===== config.mk =====
export PLATFORM = sky130hd
export DESIGN_NAME = opl_timer_bank
export DESIGN_NICKNAME = d
export VERILOG_FILES = /design/src/rtl/opl_timer_bank.sv
export SDC_FILE = /design/constraint.sdc
export NUM_CORES = 1
export LEC_CHECK = 0
export ABC_AREA = 1
export BUFFER_PORTS_ARGS = -buffer_cell sky130_fd_sc_hd__buf_2
export CORE_ASPECT_RATIO = 0.8
export CORE_MARGIN = 5
export CORE_UTILIZATION = 55
export CTS_BUF_LIST = sky130_fd_sc_hd__clkbuf_8
export DETAILED_ROUTE_END_ITERATION = 10
export GPL_TIMING_DRIVEN = 0
export PLACE_DENSITY_LB_ADDON = 0.3
export SYNTH_ARGS = -nofsm -noshare
export SYNTH_HDL_FRONTEND = slang
export SYNTH_SLANG_ARGS = --single-unit

===== constraint.sdc =====
create_clock -name clk -period 1.45 [get_ports clk]
set_input_delay 0.0725 -clock clk [delete_from_list [all_inputs] [get_ports clk]]
set_output_delay 0.0725 -clock clk [all_outputs]
set_load 0.05 [all_outputs]

===== src/rtl/opl_timer_bank.sv =====
// rtl/opl_timer_bank.sv - OPL preset-reload timer bank; OPL_TIMER_EXT_TICK_EN selects external base tick
module opl_timer_bank #(
   parameter int         NUM_TIMERS       = 2,
   parameter int         TIMER_WIDTH      = 8,
   parameter int         BASE_TICK_CYCLES = 5600,
   parameter int         TICK_SHIFT       = 2,
   parameter logic [7:0] PRESET_BASE_ADDR = 8'h02,
   parameter logic [7:0] CTRL_ADDR        = 8'h04
) (
   input  logic       clk,
   input  logic       ic_n,
   input  logic       wr_valid,
   input  logic [7:0] wr_addr,
   input  logic [7:0] wr_data,
`ifdef OPL_TIMER_EXT_TICK_EN
   input  logic       tick_ext,
`endif
   output logic [7:0] status,
   output logic       irq_n
);

   generate
      if (NUM_TIMERS < 1 || NUM_TIMERS > 3) begin : g_bad_num_timers
         $error("opl_timer_bank: NUM_TIMERS must be in 1..3");
      end
      if (BASE_TICK_CYCLES < 1) begin : g_bad_base_tick
         $error("opl_timer_bank: BASE_TICK_CYCLES must be at least 1");
      end
   endgenerate

   logic base_tick;

`ifdef OPL_TIMER_EXT_TICK_EN
   // Caller supplies synchronous single-cycle pulses, so no synchroniser here.
   assign base_tick = tick_ext;
`else
   localparam int PW = (BASE_TICK_CYCLES > 1) ? $clog2(BASE_TICK_CYCLES) : 1;
   localparam logic [PW-1:0] PRE_LAST = PW'(BASE_TICK_CYCLES - 1);

   logic [PW-1:0] pre_cnt;

   assign base_tick = (pre_cnt == PRE_LAST);

   // Free-running base prescaler, independent of any start bit
   always_ff @(posedge clk or negedge ic_n) begin
      if (!ic_n) begin
         pre_cnt <= '0;
      end else if (base_tick) begin
         pre_cnt <= '0;
      end else begin
         pre_cnt <= pre_cnt + PW'(1);
      end
   end
`endif

   logic ctrl_wr;
   logic irq_clr;
   logic ctrl_set;
   logic [NUM_TIMERS-1:0] flags;

   assign ctrl_wr  = wr_valid && (wr_addr == CTRL_ADDR);
   assign irq_clr  = ctrl_wr && wr_data[7];
   assign ctrl_set = ctrl_wr && !wr_data[7];

   genvar gi;
   generate
      for (gi = 0; gi < NUM_TIMERS; gi++) begin : g_timer
         localparam int         SW      = TICK_SHIFT * gi;
         localparam logic [7:0] MY_ADDR = PRESET_BASE_ADDR + 8'(gi);

         logic                   tick;
         logic [TIMER_WIDTH-1:0] preset_q;
         logic [TIMER_WIDTH-1:0] cnt_q;
         logic                   start_q;
         logic                   mask_q;
         logic                   flag_q;
         logic                   start_rise;
         logic                   ovf;

         if (SW == 0) begin : g_nodiv
            assign tick = base_tick;
         end else begin : g_div
            logic [SW-1:0] sub_cnt;

            // Free-running sub-divider over base ticks
            always_ff @(posedge clk or negedge ic_n) begin
               if (!ic_n) begin
                  sub_cnt <= '0;
               end else if (base_tick) begin
                  sub_cnt <= sub_cnt + SW'(1);
               end
            end

            assign tick = base_tick && (&sub_cnt);
         end

         // start_rise implies the timer was stopped, so a tick in that cycle is dropped
         assign start_rise = ctrl_set && wr_data[gi] && !start_q;
         assign ovf        = start_q && tick && (&cnt_q);

         // Preset, start and mask registers
         always_ff @(posedge clk or negedge ic_n) begin
            if (!ic_n) begin
               preset_q <= '0;
               start_q  <= 1'b0;
               mask_q   <= 1'b0;
            end else begin
               if (wr_valid && (wr_addr == MY_ADDR)) begin
                  preset_q <= TIMER_WIDTH'(wr_data);
               end
               if (ctrl_set) begin
                  start_q <= wr_data[gi];
                  mask_q  <= wr_data[6-gi];
               end
            end
         end

         // Counter: load on start, count on tick, reload from preset on overflow
         always_ff @(posedge clk or negedge ic_n) begin
            if (!ic_n) begin
               cnt_q <= '0;
            end else if (start_rise) begin
               cnt_q <= preset_q;
            end else if (start_q && tick) begin
               cnt_q <= (&cnt_q) ? preset_q : cnt_q + TIMER_WIDTH'(1);
            end
         end

         // Sticky overflow flag; an overflow beats a simultaneous IRQ reset
         always_ff @(posedge clk or negedge ic_n) begin
            if (!ic_n) begin
               flag_q <= 1'b0;
            end else if (ovf && !mask_q) begin
               flag_q <= 1'b1;
            end else if (irq_clr) begin
               flag_q <= 1'b0;
            end
         end

         assign flags[gi] = flag_q;
      end
   endgenerate

   // Status byte built directly from the flag registers
   always_comb begin
      status = 8'h00;
      for (int i = 0; i < NUM_TIMERS; i++) begin
         status[6-i] = flags[i];
      end
      status[7] = |flags;
   end

   assign irq_n = ~status[7];

endmodule


After elaboration in Yosys (flattened, before gate mapping)
Index checks and enable logic that the tools add are counted.
Widths: inputs -> output; s select.
{"block": "totals", "mem_count": 0, "input_bits": 19, "register_bits": 53, "rom_bits": 0, "wordCells": 60, "latchBits": 0, "ram_bits": 0}
{"block": "op_classes", "div": 0, "n_mux": 10, "shifts": 0, "n_lt_le_gt_ge": 0, "multipliers": 0, "n_addsub": 4, "n_bitwise": 1, "eq_ne": 4, "reduce_logical": 29}
{"operator": "$mux 8", "n": 6}
{"operator": "$add 8x1->8 const B", "n": 2}
{"operator": "$eq 8x2->1 const B", "n": 2}
{"operator": "$logic_and 1x1->1", "n": 16}
{"operator": "$reduce_and 8->1", "n": 2}
{"operator": "$add 13x1->13 const B", "n": 1}
{"operator": "$eq 13x13->1 const B", "n": 1}
{"operator": "$mux 13", "n": 1}
{"operator": "$eq 8x3->1 const B", "n": 1}
{"operator": "$reduce_bool 2->1", "n": 4}
{"operator": "$logic_not 1->1", "n": 5}
{"operator": "$mux 1", "n": 3}
{"operator": "$add 2x1->2 const B", "n": 1}
{"operator": "$reduce_and 2->1", "n": 1}
{"operator": "$reduce_or 2->1", "n": 1}
{"operator": "$not 1->1", "n": 1}

Longest topological paths before layout
Gate-level depths: netlist (run 1).
{"block": "depth", "depth_word": 6, "depth_mapped": 10, "mapped_depth_nobuf": 9}

Worst setup path before layout (run 1)
Ideal clock, no wire load.
{"block": "synth_timing", "path_type": "reg2out", "start": "register g_timer[1].flag_q", "end": "output status[7]", "stages_incl_launch_ff": 3, "slack_ns": -0.147, "arrival_ns": 1.525, "path_cell_list": "dfrtp_1 -> nor2_1 -> inv_1"}
{"block": "synth_via", "elab_chain_cells": 1}
{"item": "start: declaration", "line_no": "76", "source": "logic flag_q;"}
{"item": "start signal: assignment", "line_no": "132", "source": "flag_q <= 1'b0;"}
{"item": "start signal: assignment", "line_no": "134", "source": "flag_q <= 1'b1;"}
{"item": "start signal: assignment", "line_no": "136", "source": "flag_q <= 1'b0;"}
{"item": "$reduce_or 2->1", "line_no": "150", "source": "status[7] = |flags;"}
{"item": "end: declaration", "line_no": "18", "source": "output logic [7:0] status,"}
No other way between the ends.

Worst setup path in the final report (run 1)
{"block": "layout_timing", "start": "register pre_cnt[0]", "end": "register g_timer[1].cnt_q[1]"}
{"block": "layout_via", "elab_chain_cells": 4}
{"item": "start: declaration", "line_no": "40", "source": "logic [PW-1:0] pre_cnt;"}
{"item": "start signal: assignment", "line_no": "51", "source": "pre_cnt <= pre_cnt + PW'(1);"}
{"item": "$eq 13x13->1", "line_no": "42", "source": "assign base_tick = (pre_cnt == PRE_LAST);"}
{"item": "$logic_and 1x1->1", "line_no": "94", "source": "assign tick = base_tick && (&sub_cnt);"}
{"item": "$logic_and 1x1->1", "line_no": "124", "source": "end else if (start_q && tick) begin"}
{"item": "$reduce_bool 2->1 (no line)"}
{"item": "end signal: assignment", "line_no": "123", "source": "cnt_q <= preset_q;"}
{"item": "end signal: assignment", "line_no": "125", "source": "cnt_q <= (&cnt_q) ? preset_q : cnt_q + TIMER_WIDTH'(1);"}
{"item": "end: declaration", "line_no": "73", "source": "logic [TIMER_WIDTH-1:0] cnt_q;"}
No other way between the ends.
A chain may end at the register's enable or synchronous reset.

==> qor.txt, run 1 <==
Cells on worst reg2reg path: 10
Hold_buf cts: 0
Clk buf depth: 2
Routed vias: 2714
FF+latch count, synth: 53
Initial antenna violation count: 0
Share of cells above drive strength 1: 25.73%
Post-route ant nets: 0
Worst VDD drop: 392.2 µV
Worst-Skew Late Latency: 0.30 ns
Initial core utilization: 55.75%
Critical Path RT: 1.69 ns
Lkg Pwr: 2.009 nW
End of the worst register-to-register path: g_timer[1].cnt_q[1]$_DFFE_PN0P_
WL/cell: 13.78 µm
Total grt overflow: 0
H-Tree Depth: 2
Status: finished with violations
Root Driver: clkbuf_8
Num CTS Buffers: 5
Port bufs: 22
Reg2Reg Launch Point: pre_cnt[0]$_DFF_PN0_
Critical path startpoint category: flop
Die height: 76.02 µm
RSZ-0062 raised after global routing: yes
Yosys cell types: 33
DIE AREA: 7034 µm²
Top cell type by total area after synthesis: dfrtp_1
Hold Crit Class: input port to asynchronous set/reset pin
Core Box Area: 5375 µm²
Synth top area share: 44.26%
Mapped cell area: 2997 µm²
Clock sink count: 53
Worst endpoint data arrival time: 1.88 ns
Largest net degree at the start of global routing: 54
Overall routing resource usage: 20.16%
FFs w/ async S/R, synth: 100.0%
Tightest Pin Transition: 1.126 ns
Reg2Reg Setup Slack: -0.18 ns
Number of global-route vias before repair: 2629
Wirelength, routed: 7.056 mm
Area growth, synth to finish: 22.00%
Via/cell ratio: 5.301
Fin. max-slew vios: 0
First drt pass iteration count: 4
Total negative slack: -3.350 ns
Slew headroom: 24.95%
Period minus WS final: 1.633 ns
Fin Hold WS: -0.02283 ns
Violated checks: negative hold slack, negative setup slack
PD cells: 762.4 nW/µm²
Core Util, Final: 68.02%
Die Wd: 92.53 µm
Fmax achieved: 612.3 MHz
Crit Path Max Fanout: 5
Synth cell count leaders: nand2_1, dfrtp_1, nand3_1, inv_1, nor2_1
Clock transition at path regs: 0.09 ns
Register area share after synthesis: 44.26%
Top-count cell post-synth: nand2_1
Main synth FF type: dfrtp_1
Setup Viol. Count Final: 29
First-pass GRT wire length: 11.61 mm
Crit share post-route: 112.6%
Cell count after synthesis: 398
Final Hold Fails: 28
Synth Area per Inst: 7.529 µm²
MaxCap Viol Count: 0
HPWL after DPL: 4.671 mm
Layout Skew: 0.004944 ns
Global placer's final weighted congestion: 0.8486
Filler cell count: 450
Dpl ws: -0.2594 ns
WS Path Type: flop to flop
Top cells by area, synth: dfrtp_1, nand2_1, nand3_1
Fin worst setup slack: -0.1832 ns
Post-synth EDFFs: 0
CTS tree: yes
Remaining DRCs: 0
I/O pin total: 28
Core Rows: 24
Antenna cells: 0
Setup crit end kind: flop
Synth Warn #: 0
Initial DRC Count: 145
Nets@finish: 470
==> per-layer routing <==
layer / vias to the layer above / share of wire [%] / track usage (%)
met5: - / 0 / 0
met4: 0 / 0.72 / 5.786
li1: 1354 / - / -
met3: 6 / 5.2 / 3.159
met1: 1277 / 48 / 29.18
met2: 77 / 46 / 31.35
==> sequential cells by signal, indices dropped and copies added (netlist names) <==
register	cells
g_timer.start_q	2
g_timer.cnt_q	16
g_timer.mask_q	2
pre_cnt	13
g_timer.g_div.sub_cnt	2
g_timer.flag_q	2
g_timer.preset_q	16
==> how the worst max path moves through the flow <==
| stage | from | to | cells after the start |
|---|---|---|---|
| after floorplan | pre_cnt[0]$_DFF_PN0_ | g_timer[1].cnt_q[1]$_DFFE_PN0P_ | 10 |
| after global placement | pre_cnt[0]$_DFF_PN0_ | g_timer[1].cnt_q[6]$_DFFE_PN0P_ | 7 |
| after detailed placement | pre_cnt[0]$_DFF_PN0_ | g_timer[1].cnt_q[3]$_DFFE_PN0P_ | 7 |
| after CTS | pre_cnt[1]$_DFF_PN0_ | g_timer[1].cnt_q[1]$_DFFE_PN0P_ | 10 |
| after global routing | pre_cnt[5]$_DFF_PN0_ | g_timer[0].cnt_q[1]$_DFFE_PN0P_ | 10 |
| final | pre_cnt[0]$_DFF_PN0_ | g_timer[1].cnt_q[1]$_DFFE_PN0P_ | 10 |
==> cell type report <==
| cell class | count | area (µm²) | area share, % |
|---|---|---|---|
| clock inverters | 1 | 3.754 | 0.1027 |
| plain buffers | 14 | 103.9 | 2.841 |
| well taps | 65 | 81.33 | 2.225 |
| clock buffers | 6 | 82.58 | 2.259 |
| flip-flops and latches | 53 | 1328 | 36.31 |
| inverters | 49 | 183.9 | 5.031 |
| multi-input cells | 286 | 1612 | 44.08 |
| repair buffers | 38 | 261.5 | 7.153 |
==> report_power, final <==
part,internal [mW],leakage [nW],switching [mW]
Combinational,0.140,1.33,0.256
Sequential,1.52,0.630,0.0399
Clock,0.373,0.0485,0.463
Total,2.03,2.01,0.759
==> timing repair <==
item | CTS | global route
gates cloned | 2 | 0
setup endpoints to repair | 26 | 30
resized for setup | 28 | 29
pin swaps | 16 | 13
setup buffers | 7 | 7
==> worst max-delay path, cell delays in order, from the launching register on <==
cell	delay, ns
dfrtp_1	0.41
ha_4	0.17
nand3_4	0.09
nor2_4	0.14
inv_2	0.07
nor2_4	0.22
nand2_4	0.10
buf_6	0.15
o21ai_2	0.11
nand2_1	0.06
nand2_1	0.06
==> cell usage in the layout (no fill, tap or decap), drive strengths merged <==
cell type and instances:
nand2 114, nand3 54, dfrtp 53, inv 50, buf 50, nor2 37, o21ai 27, nor3 13
xnor2 8, clkbuf 8, a21oi 7, nand4 7, conb 5, ha 4, xor2 3, nor3b 2
or2 2, and3 1, a31oi 1, o21bai 1
==> cell families after synthesis <==
kind of cell	after synthesis	synth area share (%)
compound gates	36	6.138
xor+xnor	11	3.215
fa+ha+maj	4	1.670
buf+inv	63	9.478
flops	53	44.26
other cells	1	0.1251
simple gates	230	35.12
==> through the flow <==
| stage | cell area, µm² | total power [mW] | cells |
|---|---|---|---|
| floorplan | 3014 | 1.842 | 402 |
| global route | 3656 | 2.913 | 512 |
| CTS | 3490 | 2.780 | 505 |
| finish | 3656 | 2.787 | 512 |
| global placement | 3206 | 1.949 | 489 |
| detailed placement | 3206 | 1.955 | 489 |
Note: power is estimated with default switching activity, not from simulation.
==> run 2: changes to the inputs <==
CELL_PAD_IN_SITES_DETAIL_PLACEMENT = 1   (was not set)
CELL_PAD_IN_SITES_GLOBAL_PLACEMENT = 1   (was not set)
CORE_UTILIZATION = 41   (was 55)
==> run 2 against run 1 <==
  * The run ends with negative setup slack left
  * Non-clock buffer count grew 6
  * Final area up 3.3%
  * Core utilization fell by 14 points
  * Highest routed layer unchanged
  * Hold slack better by 0.059 ns
  * Sequential power about the same
  * Via count is 2.9% higher
  * Maximum frequency shrank 0.41%
  * Total power is 15% higher
  * Wire length increased by 21%
  * Clock power up 46%
==> qor.txt, run 2 (synthesized netlist as in run 1, its figures left out) <==
Status: finished with violations
Violated checks: negative setup slack
Slew headroom: 49.31%
Num CTS Buffers: 5
Setup crit end kind: flop
Setup crit start: pre_cnt[0]$_DFF_PN0_
Crit share post-route: 113.1%
Initial DRC Count: 127
Area growth, synth to finish: 26.05%
Total grt overflow: 0
Port bufs: 22
Hold Path Depth: 3
Number of global-route vias before repair: 2982
Nets@finish: 476
Overall routing resource usage: 19.89%
Largest net degree at the start of global routing: 54
Die Wd: 105.6 µm
Reg2Reg Setup Slack: -0.19 ns
Commonest non-fill, non-tap cell in the layout: nand2_1
Initial antenna violation count: 0
PD cells: 847.3 nW/µm²
Post-route ant nets: 0
Antenna cells: 0
Clk buf depth: 2
Lkg Pwr: 2.014 nW
Critical path startpoint category: flop
Reg2Reg Launch Point: pre_cnt[0]$_DFF_PN0_
Fmax achieved: 609.8 MHz
Initial core utilization: 42.85%
Layout Skew: 0.009578 ns
End of the worst register-to-register path: g_timer[0].cnt_q[7]$_DFFE_PN0P_
First-pass GRT wire length: 14.59 mm
Most used cell, CP: nor2_4
Clock sink count: 53
Hold_sp: wr_data[3]
HPWL after DPL: 5.968 mm
Core Util, Final: 54.02%
First drt pass iteration count: 4
Core Rows: 27
Slowest cell on crit path: dfrtp_1
Fin. max-slew vios: 0
CTS tree: yes
Tightest Pin Transition: 0.7603 ns
Cells on worst reg2reg path: 9
DIE AREA: 9129 µm²
Core Box Area: 6993 µm²
Period minus WS final: 1.640 ns
Via/cell ratio: 5.161
Largest regs: g_timer.cnt_q: 16 flops, g_timer.preset_q: 16 flops, pre_cnt: 13 flops
RSZ-0062 raised after global routing: yes
CP max stage delay: 0.40 ns
Worst Path Buf+Inv: 2
Commonest non-fill, non-tap cells in the layout: nand2_1, dfrtp_1, inv_1, nand3_1
WL/cell: 15.80 µm
Delay-heaviest family, CP: simple AND/OR/NAND/NOR gates
Final Hold Fails: 0
Worst endpoint data arrival time: 1.85 ns
Fin worst setup slack: -0.1899 ns
Worst Hold End: g_timer[0].preset_q[3]$_DFFE_PN0P_
Dpl ws: -0.3575 ns
Clock transition at path regs: 0.11 ns
H-Tree Depth: 2
Worst VDD drop: 477.8 µV
Wirelength, routed: 8.549 mm
MaxCap Viol Count: 0
WS Path Type: flop to flop
Hold Crit Class: input port to flop
Remaining DRCs: 0
Global placer's final weighted congestion: 0.8195
Setup Viol. Count Final: 28
Critical Path RT: 1.66 ns
Root Driver: clkbuf_8
I/O pin total: 28
CP Cell Sequence: ha_4 > nand3_4 > nor2_4 > inv_2 > nor2_4 > nand2_2 > buf_4 > nand3_1 > nand2_1
Placed Area: 3233 µm²
Finished Cell Area: 3777 µm²
Routed vias: 2792
Crit Path Max Fanout: 5
Share of cells above drive strength 1: 26.43%
Die height: 86.47 µm
Worst-Skew Late Latency: 0.32 ns
Total negative slack: -3.665 ns
-- run 2: cell types whose count changed in the layout (fill, tap and decap cells not counted), moves of 2 or more --
cell	delta
nand3_2	-10
buf_4	+6
nand2_1	-2
nand2_2	+3
dfrtp_2	+3
bufinv_16	+2
nor2_2	-2
nand3_1	+8
nand3_4	+2
nor2_4	+2
dfrtp_1	-3
inv_1	-2
-- run 2: final cells by class --
type | count | area, µm²
Timing Repair Buffer | 44 | 312.8
Inverter | 49 | 183.9
Sequential cell | 53 | 1331
Fill cell | 894 | 3216
Clock buffer | 5 | 68.82
Clock inverter | 3 | 68.82
Multi-Input combinational cell | 286 | 1599
Tap cell | 87 | 108.9
Buffer | 14 | 103.9
-- run 2: stage by stage --
| stage | cells | hold slack [ns] | total power [mW] |
|---|---|---|---|
| floorplan | 402 | -0.2231 | 1.842 |
| global placement | 511 | 0.3623 | 1.961 |
| detailed placement | 511 | 0.3727 | 1.978 |
| CTS | 535 | 0.03140 | 3.210 |
| global route | 541 | 0.05859 | 3.358 |
| finish | 541 | 0.03581 | 3.201 |
-- run 2: worst max path at each step --
stage	end	cells past startpoint	slack, ns
2_1_floorplan	g_timer[1].cnt_q[1]$_DFFE_PN0P_	10	0.006
3_3_place_gp	g_timer[1].cnt_q[6]$_DFFE_PN0P_	7	-0.31
3_5_place_dp	g_timer[1].cnt_q[2]$_DFFE_PN0P_	7	-0.36
4_1_cts	g_timer[0].cnt_q[7]$_DFFE_PN0P_	9	-0.17
5_1_grt	g_timer[0].cnt_q[1]$_DFFE_PN0P_	10	-0.32
6_report	g_timer[0].cnt_q[7]$_DFFE_PN0P_	9	-0.19
-- run 2: report_power, final --
part	internal, mW	leakage, nW	total [mW]	switching, mW
Combinational	0.150	1.31	0.423	0.273
Sequential	1.52	0.630	1.55	0.0382
Clock	0.695	0.0687	1.22	0.529
Total	2.36	2.01	3.20	0.840
-- run 2: metal layers --
layer | vias up | global-route usage [%] | part of all wire (%)
li1 | 1369 | - | -
met1 | 1367 | 26.27 | 47
met2 | 43 | 33.45 | 48
met3 | 13 | 3.723 | 3.6
met4 | 0 | 5.882 | 1.5
met5 | - | 0 | 0
-- run 2: worst min-delay path, delay by kind of cell --
family,cells,cell delay (ns)
AOI/OAI and AO/OA,1,0.08
buffers and inverters,2,0.16
-- run 2: timing repair --
action / 4_1_cts / 5_1_grt
resized for setup: 37 / 20
pin swaps: 23 / 11
cloned: 2 / 0
hold buffers: 0 / 1
endpoints found under the hold margin: 0 / 31
endpoints found under the setup margin: 30 / 30
buffers inserted: 14 / 5
==> run 3: changes to the inputs <==
PLACE_DENSITY_LB_ADDON = 0.1   (was 0.3)
==> run 3 against run 2 <==
  * Largest cell class unchanged
  * Critical path depth rose by 1
  * Hold slack better by 0.0018 ns
  * Final cell count shrank 0.55%
  * Flip-flop and latch count unchanged
  * Sequential power barely moved
  * Critical path type unchanged
  * Clock power fell by 18%
  * Register-to-register slack worse by 0.04 ns
  * Largest power group unchanged
  * Final area fell by 1.5%
  * Global-route usage decreased by 1.2 points
  * The run still ends with negative setup slack left
  * Wire length fell by 1.8%
  * Non-clock buffer count fell by 2
==> qor.txt, run 3 (synthesized netlist as in run 1, its figures left out) <==
Reg2Reg Launch Point: pre_cnt[0]$_DFF_PN0_
Hold Path Depth: 3
CTS tree: yes
I/O pin total: 28
Share of cells above drive strength 1: 27.27%
CP Cell Sequence: ha_4 > nand3_4 > nor2_4 > inv_2 > nor2_4 > nand2_4 > buf_6 > o21ai_2 > nand2_1 > nand2_1
Multi-input logic area: 1604 µm²
H-Tree Depth: 2
Crit share post-route: 115.6%
Reg2Reg Setup Slack: -0.23 ns
Clock transition at path regs: 0.10 ns
Total negative slack: -4.322 ns
Pint: 2.165 mW
Crit Path Max Fanout: 5
DIE AREA: 9129 µm²
HPWL after DPL: 5.868 mm
Die Wd: 105.6 µm
Largest net degree at the start of global routing: 54
Sw frac: 27.17%
Global placer's final weighted congestion: 0.8239
Status: finished with violations
Dpl cells: 511
Hold_sp: wr_data[4]
Worst endpoint data arrival time: 1.92 ns
Clock power frac: 33.5%
Antenna cells: 0
End of the worst register-to-register path: g_timer[0].cnt_q[1]$_DFFE_PN0P_
Area growth, synth to finish: 24.13%
Via/cell ratio: 5.158
Hold Crit Class: input port to flop
Clock sink count: 53
Violated checks: negative setup slack
Worst-Skew Late Latency: 0.31 ns
Largest regs: g_timer.cnt_q: 16 flops, g_timer.preset_q: 16 flops, pre_cnt: 13 flops
Nets@finish: 474
Slowest cell on crit path: dfrtp_1
Setup crit end kind: flop
CP max stage delay: 0.41 ns
Core Box Area: 6993 µm²
Clk buf depth: 2
Num CTS Buffers: 5
Comb pwr share: 14.2%
Sequential Power Share: 52.3%
WS Path Type: flop to flop
Core Util, Final: 53.19%
Initial antenna violation count: 0
Worst VDD drop: 554.1 µV
Sequential cell area: 1331 µm²
Non-filler instance count after layout: 538
Setup Viol. Count Final: 28
Initial core utilization: 42.85%
Setup crit start: pre_cnt[0]$_DFF_PN0_
Sw Pwr: 0.8076 mW
Filler cell count: 880
Fin worst setup slack: -0.2260 ns
PD cells: 799.1 nW/µm²
Remaining DRCs: 0
Post-route ant nets: 0
Lkg Pwr: 2.003 nW
Overall routing resource usage: 18.71%
Worst Hold End: g_timer[1].preset_q[4]$_DFFE_PN0P_
Commonest non-fill, non-tap cells in the layout: nand2_1, dfrtp_1, inv_1, nand3_1, buf_4
Fin Hold WS: 0.03758 ns
Commonest non-fill, non-tap cell in the layout: nand2_1
WL/cell: 15.61 µm
Root Driver: clkbuf_8
Critical path startpoint category: flop
First drt pass iteration count: 4
Core Rows: 27
Delay-heaviest family, CP: simple AND/OR/NAND/NOR gates
Critical Path RT: 1.70 ns
Total grt overflow: 0
First-pass GRT wire length: 13.86 mm
Number of global-route vias before repair: 2891
Port bufs: 22
Initial DRC Count: 75
Fin. max-slew vios: 0
Routed vias: 2775
RSZ-0062 raised after global routing: yes
Cells on worst reg2reg path: 10
Period minus WS final: 1.676 ns
Tightest Pin Transition: 0.6957 ns
Worst Path Buf+Inv: 2
Layout Skew: 0.01106 ns
Final Hold Fails: 0
Fmax achieved: 596.7 MHz
Die height: 86.47 µm
Slew headroom: 53.62%
MaxCap Viol Count: 0
Wirelength, routed: 8.397 mm
## run 3: cell types whose count changed in the layout (fill, tap and decap cells not counted), moves of 3 or more
cell / delta
nand3_4: -3
buf_6: -3
nor2_2: +3
nand2_2: -4
nand2_1: +3
nand3_1: -4
nand3_2: +7
## run 3: what timing repair did
| item | in CTS | in global routing |
|---|---|---|
| pin swaps | 10 | 16 |
| setup buffers | 7 | 10 |
| hold endpoints to repair | 0 | 53 |
| hold buffers | 0 | 1 |
| endpoints found under the setup margin | 30 | 29 |
| gates resized for setup | 21 | 40 |
| gates cloned | 2 | 0 |
## run 3: worst max path at each step
| stage | cells past startpoint | end |
|---|---|---|
| 6_report | 10 | g_timer[0].cnt_q[1]$_DFFE_PN0P_ |
| 5_1_grt | 10 | g_timer[0].cnt_q[1]$_DFFE_PN0P_ |
| 4_1_cts | 10 | g_timer[0].cnt_q[0]$_DFFE_PN0P_ |
| 3_5_place_dp | 7 | g_timer[1].cnt_q[3]$_DFFE_PN0P_ |
| 3_3_place_gp | 7 | g_timer[1].cnt_q[6]$_DFFE_PN0P_ |
| 2_1_floorplan | 10 | g_timer[1].cnt_q[1]$_DFFE_PN0P_ |
## run 3: metrics by stage
stage	setup slack [ns]	total power [mW]	instance area, µm²
detailed placement	-0.3676	1.980	3233
floorplan	0.006034	1.842	3014
global placement	-0.3259	1.965	3233
global route	-0.3022	3.131	3720
CTS	-0.1565	2.997	3487
finish	-0.2260	2.972	3720
## run 3: power groups by stage
stage / registers, mW / logic, mW / clock network, mW
detailed placement: 1.58 / 0.397 / 0
finish: 1.56 / 0.421 / 0.996
global placement: 1.58 / 0.384 / 0
floorplan: 1.57 / 0.272 / 0
global route: 1.56 / 0.479 / 1.09
CTS: 1.55 / 0.414 / 1.03
## run 3: area by class of cell
type                       count  share of cell area [%]
timing repair buffer          42                   7.434
clock inverter                 2                  0.9418
buffer                        14                   2.994
clock buffer                   5                   1.850
inverter                      49                   4.944
multi-input combinational    286                   43.12
sequential                    53                   35.79
tap                           87                   2.926
## run 3: routing by layer
metal	wire length, µm	global-route usage, %
met2	4023	32.35
met4	60	3.294
met5	0	0
met3	226	3.351
met1	4087	25.05
## run 3: worst reg2reg max path, cell delays in order, from the launching register on
cell     delay (ns)
dfrtp_1        0.41
ha_4           0.17
nand3_4        0.09
nor2_4         0.15
inv_2          0.08
nor2_4         0.25
nand2_4        0.10
buf_6          0.15
o21ai_2        0.11
nand2_1        0.06
nand2_1        0.05
